===== src/rtl/axi_wr_burst_cmd.sv =====
// AXI4 write-side slave front end: queues AW commands, expands each burst into
// a flat per-beat {id, addr, strb, data, last} command stream and returns B responses.
module axi_wr_burst_cmd #(
    parameter int unsigned ID_W     = 4,
    parameter int unsigned ADDR_W   = 12,
    parameter int unsigned DATA_W   = 32,
    parameter int unsigned AW_DEPTH = 4,
    parameter int unsigned B_DEPTH  = 4
) (
    input  logic                                   ACLK_i,
    input  logic                                   ARESET_i,
    input  logic [ID_W-1:0]                        AWID_i,
    input  logic [ADDR_W-1:0]                      AWADDR_i,
    input  logic [7:0]                             AWLEN_i,
    input  logic [2:0]                             AWSIZE_i,
    input  logic [1:0]                             AWBURST_i,
    input  logic                                   AWVALID_i,
    output logic                                   AWREADY_o,
    input  logic [DATA_W-1:0]                      WDATA_i,
    input  logic [DATA_W/8-1:0]                    WSTRB_i,
    input  logic                                   WLAST_i,
    input  logic                                   WVALID_i,
    output logic                                   WREADY_o,
    output logic [ID_W-1:0]                        BID_o,
    output logic [1:0]                             BRESP_o,
    output logic                                   BVALID_o,
    input  logic                                   BREADY_i,
    output logic                                   cmd_vld_o,
    input  logic                                   cmd_rdy_i,
    output logic [ID_W+ADDR_W+DATA_W/8+DATA_W:0]   cmd_payload_o
);

    localparam int unsigned STRB_W   = DATA_W / 8;
    localparam int unsigned MAX_SIZE = $clog2(STRB_W);
    localparam int unsigned AW_PW    = $clog2(AW_DEPTH);
    localparam int unsigned B_PW     = $clog2(B_DEPTH);

    typedef struct packed {
        logic [ID_W-1:0]   id;
        logic [ADDR_W-1:0] addr;
        logic [7:0]        len;
        logic [2:0]        size;
        logic [1:0]        burst;
    } aw_t;

    typedef struct packed {
        logic [ID_W-1:0] id;
        logic [1:0]      resp;
    } b_t;

    typedef enum logic {IDLE, DATA} state_t;

    // ---------------- AW outstanding FIFO ----------------
    aw_t              aw_mem [AW_DEPTH];
    logic [AW_PW-1:0] aw_wp, aw_rp;
    logic [AW_PW:0]   aw_cnt;
    logic             aw_full, aw_empty, aw_push, aw_pop;
    aw_t              aw_head;

    assign aw_full   = (aw_cnt == (AW_PW+1)'(AW_DEPTH));
    assign aw_empty  = (aw_cnt == '0);
    assign AWREADY_o = !aw_full && !ARESET_i;
    assign aw_push   = AWVALID_i && AWREADY_o;
    assign aw_head   = aw_mem[aw_rp];

    always_ff @(posedge ACLK_i) begin
        if (aw_push) aw_mem[aw_wp] <= '{AWID_i, AWADDR_i, AWLEN_i, AWSIZE_i, AWBURST_i};
    end

    always_ff @(posedge ACLK_i) begin
        if (ARESET_i) begin
            aw_wp  <= '0;
            aw_rp  <= '0;
            aw_cnt <= '0;
        end else begin
            if (aw_push) aw_wp <= aw_wp + 1'b1;
            if (aw_pop)  aw_rp <= aw_rp + 1'b1;
            case ({aw_push, aw_pop})
                2'b10:   aw_cnt <= aw_cnt + 1'b1;
                2'b01:   aw_cnt <= aw_cnt - 1'b1;
                default: aw_cnt <= aw_cnt;
            endcase
        end
    end

    // ---------------- B response FIFO ----------------
    b_t              b_mem [B_DEPTH];
    logic [B_PW-1:0] b_wp, b_rp;
    logic [B_PW:0]   b_cnt;
    logic            b_full, b_empty, b_push, b_pop;
    b_t              b_wdata;

    assign b_full   = (b_cnt == (B_PW+1)'(B_DEPTH));
    assign b_empty  = (b_cnt == '0);
    assign BVALID_o = !b_empty && !ARESET_i;
    assign BID_o    = b_mem[b_rp].id;
    assign BRESP_o  = b_mem[b_rp].resp;
    assign b_pop    = BVALID_o && BREADY_i;

    always_ff @(posedge ACLK_i) begin
        if (b_push) b_mem[b_wp] <= b_wdata;
    end

    always_ff @(posedge ACLK_i) begin
        if (ARESET_i) begin
            b_wp  <= '0;
            b_rp  <= '0;
            b_cnt <= '0;
        end else begin
            if (b_push) b_wp <= b_wp + 1'b1;
            if (b_pop)  b_rp <= b_rp + 1'b1;
            case ({b_push, b_pop})
                2'b10:   b_cnt <= b_cnt + 1'b1;
                2'b01:   b_cnt <= b_cnt - 1'b1;
                default: b_cnt <= b_cnt;
            endcase
        end
    end

    // ---------------- Burst engine ----------------
    state_t            state, state_nx;
    logic [ID_W-1:0]   bu_id;
    logic [ADDR_W-1:0] bu_addr;
    logic [7:0]        bu_len;
    logic [2:0]        bu_size;
    logic [1:0]        bu_burst;
    logic [7:0]        beat_cnt;
    logic              err;
    logic              load, beat_acc, beat_last, wlast_err;
    logic              head_size_err, head_wrap_bad;

    // Size clamp and WRAP->INCR fallback are resolved at load so the address path stays simple
    assign head_size_err = (aw_head.size > 3'(MAX_SIZE));
    assign head_wrap_bad = (aw_head.burst == 2'b10) &&
                           !(aw_head.len inside {8'd1, 8'd3, 8'd7, 8'd15});

    assign WREADY_o  = (state == DATA) && cmd_rdy_i && !ARESET_i;
    assign cmd_vld_o = (state == DATA) && WVALID_i && !ARESET_i;
    assign beat_acc  = WVALID_i && WREADY_o;
    assign beat_last = (beat_cnt == bu_len);
    assign wlast_err = (WLAST_i != beat_last);
    assign aw_pop    = load;
    assign b_push    = beat_acc && beat_last;
    assign b_wdata   = '{bu_id, (err || wlast_err) ? 2'b10 : 2'b00};

    always_comb begin
        state_nx = state;
        load     = 1'b0;
        case (state)
            IDLE: if (!aw_empty && !b_full) begin
                load     = 1'b1;
                state_nx = DATA;
            end
            DATA: if (beat_acc && beat_last) state_nx = IDLE;
            default: state_nx = IDLE;
        endcase
    end

    always_ff @(posedge ACLK_i) begin
        if (ARESET_i) begin
            state    <= IDLE;
            beat_cnt <= '0;
            err      <= 1'b0;
            bu_id    <= '0;
            bu_addr  <= '0;
            bu_len   <= '0;
            bu_size  <= '0;
            bu_burst <= '0;
        end else begin
            state <= state_nx;
            if (load) begin
                bu_id    <= aw_head.id;
                bu_addr  <= aw_head.addr;
                bu_len   <= aw_head.len;
                bu_size  <= head_size_err ? 3'(MAX_SIZE) : aw_head.size;
                bu_burst <= head_wrap_bad ? 2'b01 : aw_head.burst;
                beat_cnt <= '0;
                err      <= head_size_err || head_wrap_bad;
            end else if (beat_acc) begin
                beat_cnt <= beat_cnt + 1'b1;
                err      <= err || wlast_err;
            end
        end
    end

    // ---------------- Beat address ----------------
    logic [ADDR_W-1:0] bytes, n_off, total, wmask, beat_addr;

    always_comb begin
        bytes = ADDR_W'(1) << bu_size;
        n_off = ADDR_W'(beat_cnt) << bu_size;
        total = (ADDR_W'(bu_len) + ADDR_W'(1)) << bu_size;
        wmask = total - ADDR_W'(1);
        case (bu_burst)
            2'b00:   beat_addr = bu_addr;
            2'b10:   beat_addr = (bu_addr & ~wmask) | ((bu_addr + n_off) & wmask);
            default: beat_addr = (beat_cnt == '0) ? bu_addr
                                                  : (bu_addr & ~(bytes - ADDR_W'(1))) + n_off;
        endcase
    end

    assign cmd_payload_o = {bu_id, beat_addr, WSTRB_i, WDATA_i, beat_last};

endmodule


===== config.mk =====
export PLATFORM = sky130hd
export DESIGN_NAME = axi_wr_burst_cmd
export DESIGN_NICKNAME = d
export VERILOG_FILES = /design/src/rtl/axi_wr_burst_cmd.sv
export SDC_FILE = /design/constraint.sdc
export NUM_CORES = 1
export LEC_CHECK = 0
export CAP_MARGIN = 20
export CORE_ASPECT_RATIO = 0.5
export CORE_MARGIN = 1
export CORE_UTILIZATION = 40
export DETAILED_ROUTE_END_ITERATION = 16
export PLACE_DENSITY_LB_ADDON = 0.3
export SLEW_MARGIN = 20
export SYNTH_ARGS = -nofsm -noshare
export SYNTH_HDL_FRONTEND = slang
export SYNTH_SLANG_ARGS = --single-unit

===== constraint.sdc =====
create_clock -name ACLK_i -period 5.87 [get_ports ACLK_i]
set_input_delay 0.8805 -clock ACLK_i [delete_from_list [all_inputs] [get_ports ACLK_i]]
set_output_delay 0.8805 -clock ACLK_i [all_outputs]
set_load 0.01 [all_outputs]

# After elaboration in Yosys (flattened, before gate mapping)
# Memory sizes are Yosys's and may differ from the RTL's. A register that Yosys moved wholly into a read port is not among the register bits.
# Cells that the tools add are included.
[classes] muxes=21 magnitude_cmp=1 shift=3 add_sub_neg=14 reduce_logical=29 bitwise_logic=7 eq_ne=14
[ops] operator="$and 12x12->12" n=3
[ops] operator="$add 12x12->12" n=2
[ops] operator="$not 12->12" n=2
[ops] operator="$pmux 12 s2" n=1
[ops] operator="$sub 12x1->12 const B" n=2
[ops] operator="$logic_and 1x1->1" n=12
[ops] operator="$mux 12" n=1
[ops] operator="$mux 2" n=6
[ops] operator="$or 12x12->12" n=1
[ops] operator="$pmux 3 s2" n=2
[ops] operator="$shl 1x3->12 const A" n=1
[ops] operator="$shl 8x3->12" n=1
[ops] operator="$shl 9x3->12" n=1
[ops] operator="$add 8x1->9 const B" n=1
[ops] operator="$mux 1" n=9
[ops] operator="$add 2x1->2 const B" n=4
[ops] operator="$add 8x1->8 const B" n=1
[ops] operator="$eq 2x2->1 const B" n=4
[ops] operator="$eq 8x1->1 const B" n=1
[ops] operator="$eq 8x2->1 const B" n=1
[ops] operator="$eq 8x3->1 const B" n=1
[ops] operator="$eq 8x4->1 const B" n=1
[ops] operator="$eq 8x8->1" n=1
[ops] operator="$logic_not 8->1" n=1
[ops] operator="16 further kinds" n=29
[totals] reg_bits=53 input_bits=72 memories=2 ramBits=140 word_cells=105
[mem_list] memory="aw_mem" depth=4 width=29 rd=1 rd_clocked_by_memory_dff=1 write_ports=1 line="54" source="aw_t aw_mem [AW_DEPTH];"
[mem_list] memory="b_mem" depth=4 width=6 rd=1 rd_clocked_by_memory_dff=1 write_ports=1 line="87" source="b_t b_mem [B_DEPTH];"

# Longest topological paths before layout
# Gate-level depths: netlist of run 1.
[depth] ltp_word=7 ltp_mapped=19

# Worst setup path after synthesis of run 1
# Ideal clock, no wire load.
[synth_path] path_kind="register to output" from="register bu_size[2]" to="output cmd_payload_o[48]" slack_ns=1.069 t_required_ns=4.990 stages_incl_launch_ff=20 arrival_time_ns=3.920 path_cell_list="dfxtp_1 buf_2 inv_1 buf_1 clkbuf_1 nand3_1 ha_1 clkbuf_1 nor3_1 a21oi_1 o211a_1 ha_1 or3_1 o21ai_0 a21oi_1 a41o_1 o41ai_1 mux2i_1 a41o_1 xor2_1"
[synth_between] elab_chain_cells=7
[synth_lines] item="from (decl)" line="125" source="logic [2:0] bu_size;"
[synth_lines] item="from (signal assigned)" line="175" source="bu_size <= head_size_err ? 3'(MAX_SIZE) : aw_head.size;"
[synth_lines] item="$shl 1x3->12" line="190" source="bytes = ADDR_W'(1) << bu_size;"
[synth_lines] item="$sub 12x1->12" line="198" source=": (bu_addr & ~(bytes - ADDR_W'(1))) + n_off;"
[synth_lines] item="$not 12->12" line="198"
[synth_lines] item="$and 12x12->12" line="198"
[synth_lines] item="$add 12x12->12" line="198"
[synth_lines] item="$mux 12" line="197" source="default: beat_addr = (beat_cnt == '0) ? bu_addr"
[synth_lines] item="$pmux 12 s2 (*)" line="194" source="case (bu_burst)"
[synth_lines] item="to (decl)" line="30" source="output logic [ID_W+ADDR_W+DATA_W/8+DATA_W:0] cmd_payload_o"
# Every way passes the cells marked *; elsewhere a longest branch is shown, timed or not.

# Final worst setup path of run 1
[layout_path] from="register bu_size[1]" to="output cmd_payload_o[48]"
# The elaborated chain is that of the path after synthesis.

==> key figures, run 1 <==
Status
  • Run status: complete, no violations

Finish
  • Most frequent cells in the layout: edfxtp_1, nand2_1, clkdlybuf4s50_1
  • Most common cell after layout, fill and taps aside: edfxtp_1
  • Design Area, Final: 11600 µm²
  • Layout Nets: 1032
  • # diodes: 0
  • Synth-to-Final Area Change: 11.6%
  • Share of post-route cells with drive strength above 1: 0.109

Yosys
  • Mapped Cells: 917
  • Synthesized net count: 1030
  • Ys flop type: edfxtp_1
  • Warnings from Yosys: 0
  • Library cells used by synthesis: 82
  • Post-synth EDFFs: 136
  • Sequential area share after synthesis: 0.502
  • #FFs+latches synth: 193
  • Synth async-reset ratio: 0
  • Mean area per synthesized cell: 11.3 µm²
  • Synthesized area: 10400 µm²

STA
  • Max Clk Rate: 183 MHz
  • Setup TNS: 0 ns
  • RSZ-0062 raised after global routing: no
  • Clock skew: 0.0100 ns
  • Worst slew margin: 0.324
  • Minimum clock period: 5.45 ns
  • Fin. Hold Viols: 0
  • Fin. max-slew vios: 0
  • Final setup violating endpoints: 0
  • Least-Margin Pin Slew: 1.01 ns
  • Post-route clock period utilization: 0.929

Global route
  • Initial antenna violation count: 0
  • First-pass GRT wire length: 36.9 mm
  • Total Routing Usage GR: 0.180
  • Number of global-route vias before repair: 6765
  • Grt total ovfl: 0
  • Pin count of the biggest net entering global routing: 52

Clock tree
  • Gates resized, CTS repair: 0
  • H-tree Lvls: 4
  • Max clock buf depth: 2
  • Hold-fix buffers at CTS: 0
  • Clock sinks: 193
  • Setup repair bufs after CTS: 0
  • CTS tree: yes
  • CTS buffer count: 17
  • Reg clk slew, reported paths: 0.07 ns
  • Worst-Skew Late Latency: 0.44 ns
  • CTS root buf: clkbuf_16

Hold path
  • Min-delay worst type: reg2reg

Placement
  • Dpl cell area: 11000 µm²
  • GP Congestion: 0.882
  • Port buffer count: 61
  • DP HPWL: 16.5 mm

Routing
  • DRT Pass-1 Iters: 6
  • # DRC: 0
  • Routed vias/inst: 5.42
  • Total number of vias: 6917
  • Post-route ant nets: 0
  • Drt wl/cell: 18.0 µm
  • DR iter-0 viols: 471
  • Final wirelength: 23.0 mm

Floorplanning
  • Core area: 25300 µm²
  • Die Y: 116 µm
  • Die width: 230 µm
  • Starting Density: 0.411
  • I/O pin total: 135
  • Rows: 41
  • DIE AREA: 26700 µm²

Power and ir drop
  • Peak supply drop: 0.184 mV
  • Cell Pwr Density: 400 nW/µm²
  • Lkg Pwr: 0.00402 µW
  • Pwr Total: 4640 µW

Critical path
  • Worst-case reg-to-reg path depth: 10
  • CP max FO: 14
  • CP Launch Point: bu_size[1]
  • Worst Path Required: 4.99 ns
  • Crit Path Class: reg2out
  • CP Launch Type: register
  • R2R Path Start: b_cnt[0]
  • RR Endpoint: aw_cnt[2]
  • Critical path arrival: 4.57 ns
  • Critical Path Sink: cmd_payload_o[48]
  • Worst R2R Setup Slack: 3.01 ns
  • Critical path endpoint category: output port

Job
  • Max-Cap Viols: 0
## routing by layer
layer / GRT usage / wire [µm] / vias to the layer above
li1: - / - / 3343
met1: 0.254 / 11200 / 3373
met2: 0.280 / 10300 / 160
met3: 0.0359 / 1120 / 41
met4: 0.0614 / 354 / 0
met5: 0 / 0 / -
## worst min-delay path by stage
stage                     start     endpoint  slack [ns]  cells past startpoint
CTS                 bu_addr[11]  bu_addr[11]        0.49                      2
global route        bu_addr[11]  bu_addr[11]        0.52                      2
detailed placement  bu_addr[11]  bu_addr[11]        0.48                      2
finish              bu_addr[11]  bu_addr[11]        0.48                      2
floorplan           bu_addr[11]  bu_addr[11]        0.45                      2
global placement    bu_addr[11]  bu_addr[11]        0.48                      2
## cell usage after synthesis (10+ instances only)
master	instances	share of area
nand3_1	14	0.0067
nand4_1	10	0.0060
nor3_1	16	0.0077
and3_1	10	0.0060
nand2b_1	16	0.0096
mux4_2	34	0.074
buf_4	44	0.032
ha_1	37	0.044
nand2_1	95	0.034
edfxtp_1	136	0.39
xor2_1	21	0.018
xnor2_1	28	0.024
a21oi_1	58	0.028
mux2i_1	12	0.012
dfxtp_1	57	0.11
clkbuf_1	28	0.010
and2_1	13	0.0078
inv_1	34	0.012
buf_2	14	0.0067
o21ai_0	29	0.014
nor2_1	58	0.021
## worst max-delay path, cell delays in order, from the launching register on
cell and delay (ns):
dfxtp_1 0.32, inv_1 0.34, nand3_1 0.21, ha_1 0.31, nor3_1 0.16, a21oi_1 0.06, o211a_1 0.22, ha_1 0.32
or3_1 0.35, o21ai_0 0.07, a21oi_1 0.08, a41o_1 0.29, o41ai_1 0.33, mux2i_1 0.23, a41o_1 0.13, xor2_1 0.15
clkdlybuf4s50_1 0.55
## flip-flops by register name, summed over array words and instances, names as in the netlist, named ones only
register and cells:
aw_cnt 3, aw_mem 116, aw_rp 2, aw_wp 2
b_cnt 3, b_mem 20, b_rp 2, b_wp 2
beat_cnt 8, bu_addr 12, bu_burst 2, bu_id 4
bu_len 8, bu_size 3, err 1, state 1
## logic make-up (layout without fill, tap and decap cells)
group | after synthesis | after routing | share of synthesized area
adders and majority gates | 41 | 41 | 0.0522
buffers and inverters | 129 | 144 | 0.0655
muxes | 50 | 50 | 0.0895
xor gates and xnor gates | 49 | 49 | 0.0413
AOI/OAI and AO/OA | 178 | 178 | 0.116
DFF | 193 | 193 | 0.502
and+or+nand+nor | 276 | 276 | 0.133
other | 1 | 1 | 0.000360
## power by group
group / internal, µW / switching (µW) / total [µW]
logic: 726 / 974 / 1700
clock network: 605 / 547 / 1150
registers: 1610 / 176 / 1790
total: 2950 / 1700 / 4640
## through the flow
stage | util | setup slack [ns] | hold slack, ns | cells
2_1_floorplan | - | 1.07 | 0.448 | 917
3_3_place_gp | 0.435 | 0.937 | 0.478 | 1244
3_5_place_dp | 0.435 | 0.892 | 0.478 | 1244
4_1_cts | 0.458 | 0.405 | 0.489 | 1276
5_1_grt | 0.458 | 0.101 | 0.515 | 1276
6_report | 0.458 | 0.417 | 0.480 | 1276
## cell type report
class | instances | area (µm²)
clock buffer | 20 | 468
clock inverter | 12 | 128
tap | 344 | 430
multi-input combinational | 595 | 4500
sequential | 193 | 5230
timing repair buffer | 77 | 726
fill | 2289 | 13700
inverter | 35 | 131
(Power assumes the default switching activity.)
==> inputs of run 2 (changes only) <==
--- a/config.mk
+++ b/config.mk
@@ -5,9 +5,9 @@
 export SDC_FILE = /design/constraint.sdc
 export NUM_CORES = 1
 export LEC_CHECK = 0
+export ABC_AREA = 1
 export CAP_MARGIN = 20
 export CORE_ASPECT_RATIO = 0.5
-export CORE_MARGIN = 1
 export CORE_UTILIZATION = 40
 export DETAILED_ROUTE_END_ITERATION = 16
 export PLACE_DENSITY_LB_ADDON = 0.3
==> key figures, run 2 <==
Job
  • Max-Cap Viols: 0 (unchanged)

Yosys
  • Post-synth EDFFs: 136 (unchanged)
  • Mean area per synthesized cell: 9.11 µm² (was 11.3 µm²)
  • Mapped Cells: 1120 (was 917)
  • Warnings from Yosys: 0 (unchanged)
  • Synthesized net count: 1233 (was 1030)
  • #FFs+latches synth: 193 (unchanged)
  • Cell with the most instances after synthesis: nand2_1 (was edfxtp_1)
  • Library cells used by synthesis: 47 (was 82)
  • Area contributors post-synth: edfxtp_1, dfxtp_1, nand2_1 (was edfxtp_1, dfxtp_1, mux4_2)
  • Commonest cells in the netlist: nand2_1, edfxtp_1, inv_1, o21ai_0, nor2_1 (was edfxtp_1, nand2_1, a21oi_1, nor2_1, dfxtp_1)
  • Ys flop type: edfxtp_1 (unchanged)
  • Synthesized area: 10200 µm² (was 10400 µm²)
  • Synth async-reset ratio: 0 (unchanged)
  • Cell taking the most area after synthesis: edfxtp_1 (unchanged)
  • Sequential area share after synthesis: 0.512 (was 0.502)
  • Synth top area share: 0.400 (was 0.393)

STA
  • Fin. Hold Viols: 0 (unchanged)
  • Final worst slack: 0.614 ns (was 0.417 ns)
  • RSZ-0062 raised after global routing: no (unchanged)
  • Least-Margin Pin Slew: 1.01 ns (about the same)
  • Clock skew: 0.0206 ns (was 0.0100 ns)
  • Worst slew margin: 0.326 (was 0.324)
  • Post-route clock period utilization: 0.895 (was 0.929)
  • Fin. max-slew vios: 0 (unchanged)
  • Minimum clock period: 5.26 ns (was 5.45 ns)
  • Setup TNS: 0 ns (unchanged)
  • Max Clk Rate: 190 MHz (was 183 MHz)
  • Final setup violating endpoints: 0 (unchanged)

Clock tree
  • Max clock buf depth: 2 (unchanged)
  • CTS buffer count: 17 (unchanged)
  • H-tree Lvls: 4 (unchanged)
  • Worst-Skew Late Latency: 0.45 ns (was 0.44 ns)
  • Clock sinks: 193 (unchanged)
  • Setup repair bufs after CTS: 0 (unchanged)
  • Gates resized, CTS repair: 0 (unchanged)
  • Reg clk slew, reported paths: 0.07 ns (about the same)
  • CTS root buf: clkbuf_16 (unchanged)
  • Hold-fix buffers at CTS: 0 (unchanged)
  • CTS tree: yes (unchanged)

Floorplanning
  • Starting Density: 0.416 (was 0.411)
  • Core area: 24500 µm² (was 25300 µm²)
  • Die width: 228 µm (was 230 µm)
  • DIE AREA: 26200 µm² (was 26700 µm²)
  • I/O pin total: 135 (unchanged)
  • Rows: 40 (was 41)
  • Die Y: 115 µm (was 116 µm)

Critical path
  • Slowest CP cell: dfxtp_1 (was clkdlybuf4s50_1)
  • CP max FO: 19 (was 14)
  • Worst Path Required: 4.99 ns (about the same)
  • Crit Path Class: reg2out (unchanged)
  • CP Launch Type: register (unchanged)
  • Critical path endpoint category: output port (unchanged)
  • Worst-case reg-to-reg path depth: 11 (was 10)
  • RR Endpoint: bu_burst[1] (was aw_cnt[2])
  • Worst R2R Setup Slack: 2.91 ns (was 3.01 ns)
  • CP Cell Sequence: nor2_4 -> nand2_1 -> ha_1 -> nand4_1 -> o311a_1 -> ha_1 -> nand4_1 -> o21ai_0 -> nand3_1 -> o21ai_0 -> xor2_1 -> nand2_1 -> o21ai_0 -> nand2_1 -> nand3_1 -> clkdlybuf4s50_1 (was inv_1 -> nand3_1 -> ha_1 -> nor3_1 -> a21oi_1 -> o211a_1 -> ha_1 -> or3_1 -> o21ai_0 -> a21oi_1 -> a41o_1 -> o41ai_1 -> mux2i_1 -> a41o_1 -> xor2_1 -> clkdlybuf4s50_1)
  • Critical path arrival: 4.38 ns (was 4.57 ns)
  • Critical Path Max Stage Delay: 0.77 ns (was 0.55 ns)

Finish
  • Top reg by flops: aw_mem (unchanged)
  • Design Area, Final: 11400 µm² (was 11600 µm²)
  • # diodes: 0 (unchanged)
  • Non-filler cells, final: 1478 (was 1276)
  • Most common cell after layout, fill and taps aside: nand2_1 (was edfxtp_1)
  • Synth-to-Final Area Change: 11.5% (was 11.6%)
  • Share of post-route cells with drive strength above 1: 0.0701 (was 0.109)
  • Most frequent cells in the layout: nand2_1, edfxtp_1, inv_1 (was edfxtp_1, nand2_1, clkdlybuf4s50_1)
  • Layout Nets: 1243 (was 1032)
  • Fillers: 2329 (was 2289)
  • Biggest registers after layout: aw_mem (116), b_mem (20), bu_addr (12) (unchanged)
  • Max reg flops: 116 (unchanged)

Routing
  • Drt wl/cell: 17.0 µm (was 18.0 µm)
  • Post-route ant nets: 0 (unchanged)
  • # DRC: 0 (unchanged)
  • Final wirelength: 25.1 mm (was 23.0 mm)
  • DRT Pass-1 Iters: 7 (was 6)
  • Routed vias/inst: 5.35 (was 5.42)
  • Total number of vias: 7903 (was 6917)
  • DR iter-0 viols: 603 (was 471)

Global route
  • First-pass GRT wire length: 40.2 mm (was 36.9 mm)
  • Total Routing Usage GR: 0.198 (was 0.180)
  • Number of global-route vias before repair: 7463 (was 6765)
  • Grt total ovfl: 0 (unchanged)
  • Pin count of the biggest net entering global routing: 60 (was 52)
  • Initial antenna violation count: 0 (unchanged)

Hold path
  • Min-delay worst type: reg2reg (unchanged)
  • Hold Crit Start: aw_rp[1] (was bu_addr[11])
  • Worst hold path cell count: 1 (was 2)

Placement
  • # placed instances: 1447 (was 1244)
  • GP Congestion: 0.976 (was 0.882)
  • DP Worst Slack: 1.16 ns (was 0.892 ns)
  • DP HPWL: 17.9 mm (was 16.5 mm)
  • Dpl cell area: 10800 µm² (was 11000 µm²)
  • Port buffer count: 61 (unchanged)

Power and ir drop
  • Peak supply drop: 0.207 mV (was 0.184 mV)
  • Lkg Pwr: 0.00434 µW (was 0.00402 µW)
  • Cell Pwr Density: 437 nW/µm² (was 400 nW/µm²)

Status
  • Run status: complete, no violations (unchanged)
## run 2: cell types whose count changed in the layout (fill, tap and decap cells not counted), sizes merged, moves of 30 or more
cell   before  now
nand2      95  244
inv        44  108
o21ai      30   88
nand3      14   61
mux4       34    0
nor2       58   90
o22ai       3   33
## run 2: power breakdown
group          internal (µW)  total [µW]  switching, µW
combinational            741        2130           1380
sequential              1630        1770            141
clock                    548        1070            526
total                   2920        4970           2050
## run 2: cell type report
class / count / area (µm²) / share of cell area
flip-flops and latches: 193 / 5230 / 0.460
inverters: 108 / 405 / 0.0356
well taps: 336 / 420 / 0.0370
clock buffers: 18 / 429 / 0.0377
multi-input cells: 737 / 4080 / 0.359
clock inverters: 13 / 113 / 0.00990
repair buffers: 73 / 701 / 0.0616
## run 2: cells by family after synthesis
| logic type | Yosys count | synth area share |
|---|---|---|
| xor+xnor | 21 | 0.0180 |
| fa+ha+maj | 41 | 0.0532 |
| compound gates | 247 | 0.144 |
| other cells | 1 | 0.000368 |
| simple gates | 425 | 0.181 |
| flops | 193 | 0.512 |
| mux | 2 | 0.00196 |
| buf+inv | 190 | 0.0890 |
## run 2: worst max path at each step
stage                                    to       start  slack (ns)  cells past startpoint
after floorplan           cmd_payload_o[48]  bu_size[0]        1.94                     18
after global placement    cmd_payload_o[48]  bu_size[1]        1.31                     16
after detailed placement  cmd_payload_o[48]  bu_size[0]        1.16                     17
after CTS                 cmd_payload_o[48]  bu_size[0]        0.66                     17
after global routing      cmd_payload_o[48]  bu_size[2]        0.26                     16
final                     cmd_payload_o[48]  bu_size[2]        0.61                     16
## run 2: layer usage
metal  global-route usage  up-vias  routed length [µm]
li1                     -     3869                   -
met1                0.280     3752               12400
met2                0.304      244               10800
met3               0.0419       38                1560
met4               0.0653        0                 439
met5                    0        -                   0
## run 2: through the flow
step / hold slack (ns) / utilization / power, µW
5_1_grt: 0.516 / 0.464 / 5290
4_1_cts: 0.485 / 0.464 / 4970
3_3_place_gp: 0.465 / 0.442 / 3870
2_1_floorplan: 0.453 / - / 3240
6_report: 0.484 / 0.464 / 4970
3_5_place_dp: 0.473 / 0.442 / 3890
## run 2: worst max-delay path: cells and delay by family, from the launching register on
kind	cells	cell delay, ns
fa+ha+maj	2	0.72
flops	1	0.77
buf+inv	1	0.53
compound gates	4	0.82
simple gates	8	0.93
xor+xnor	1	0.17
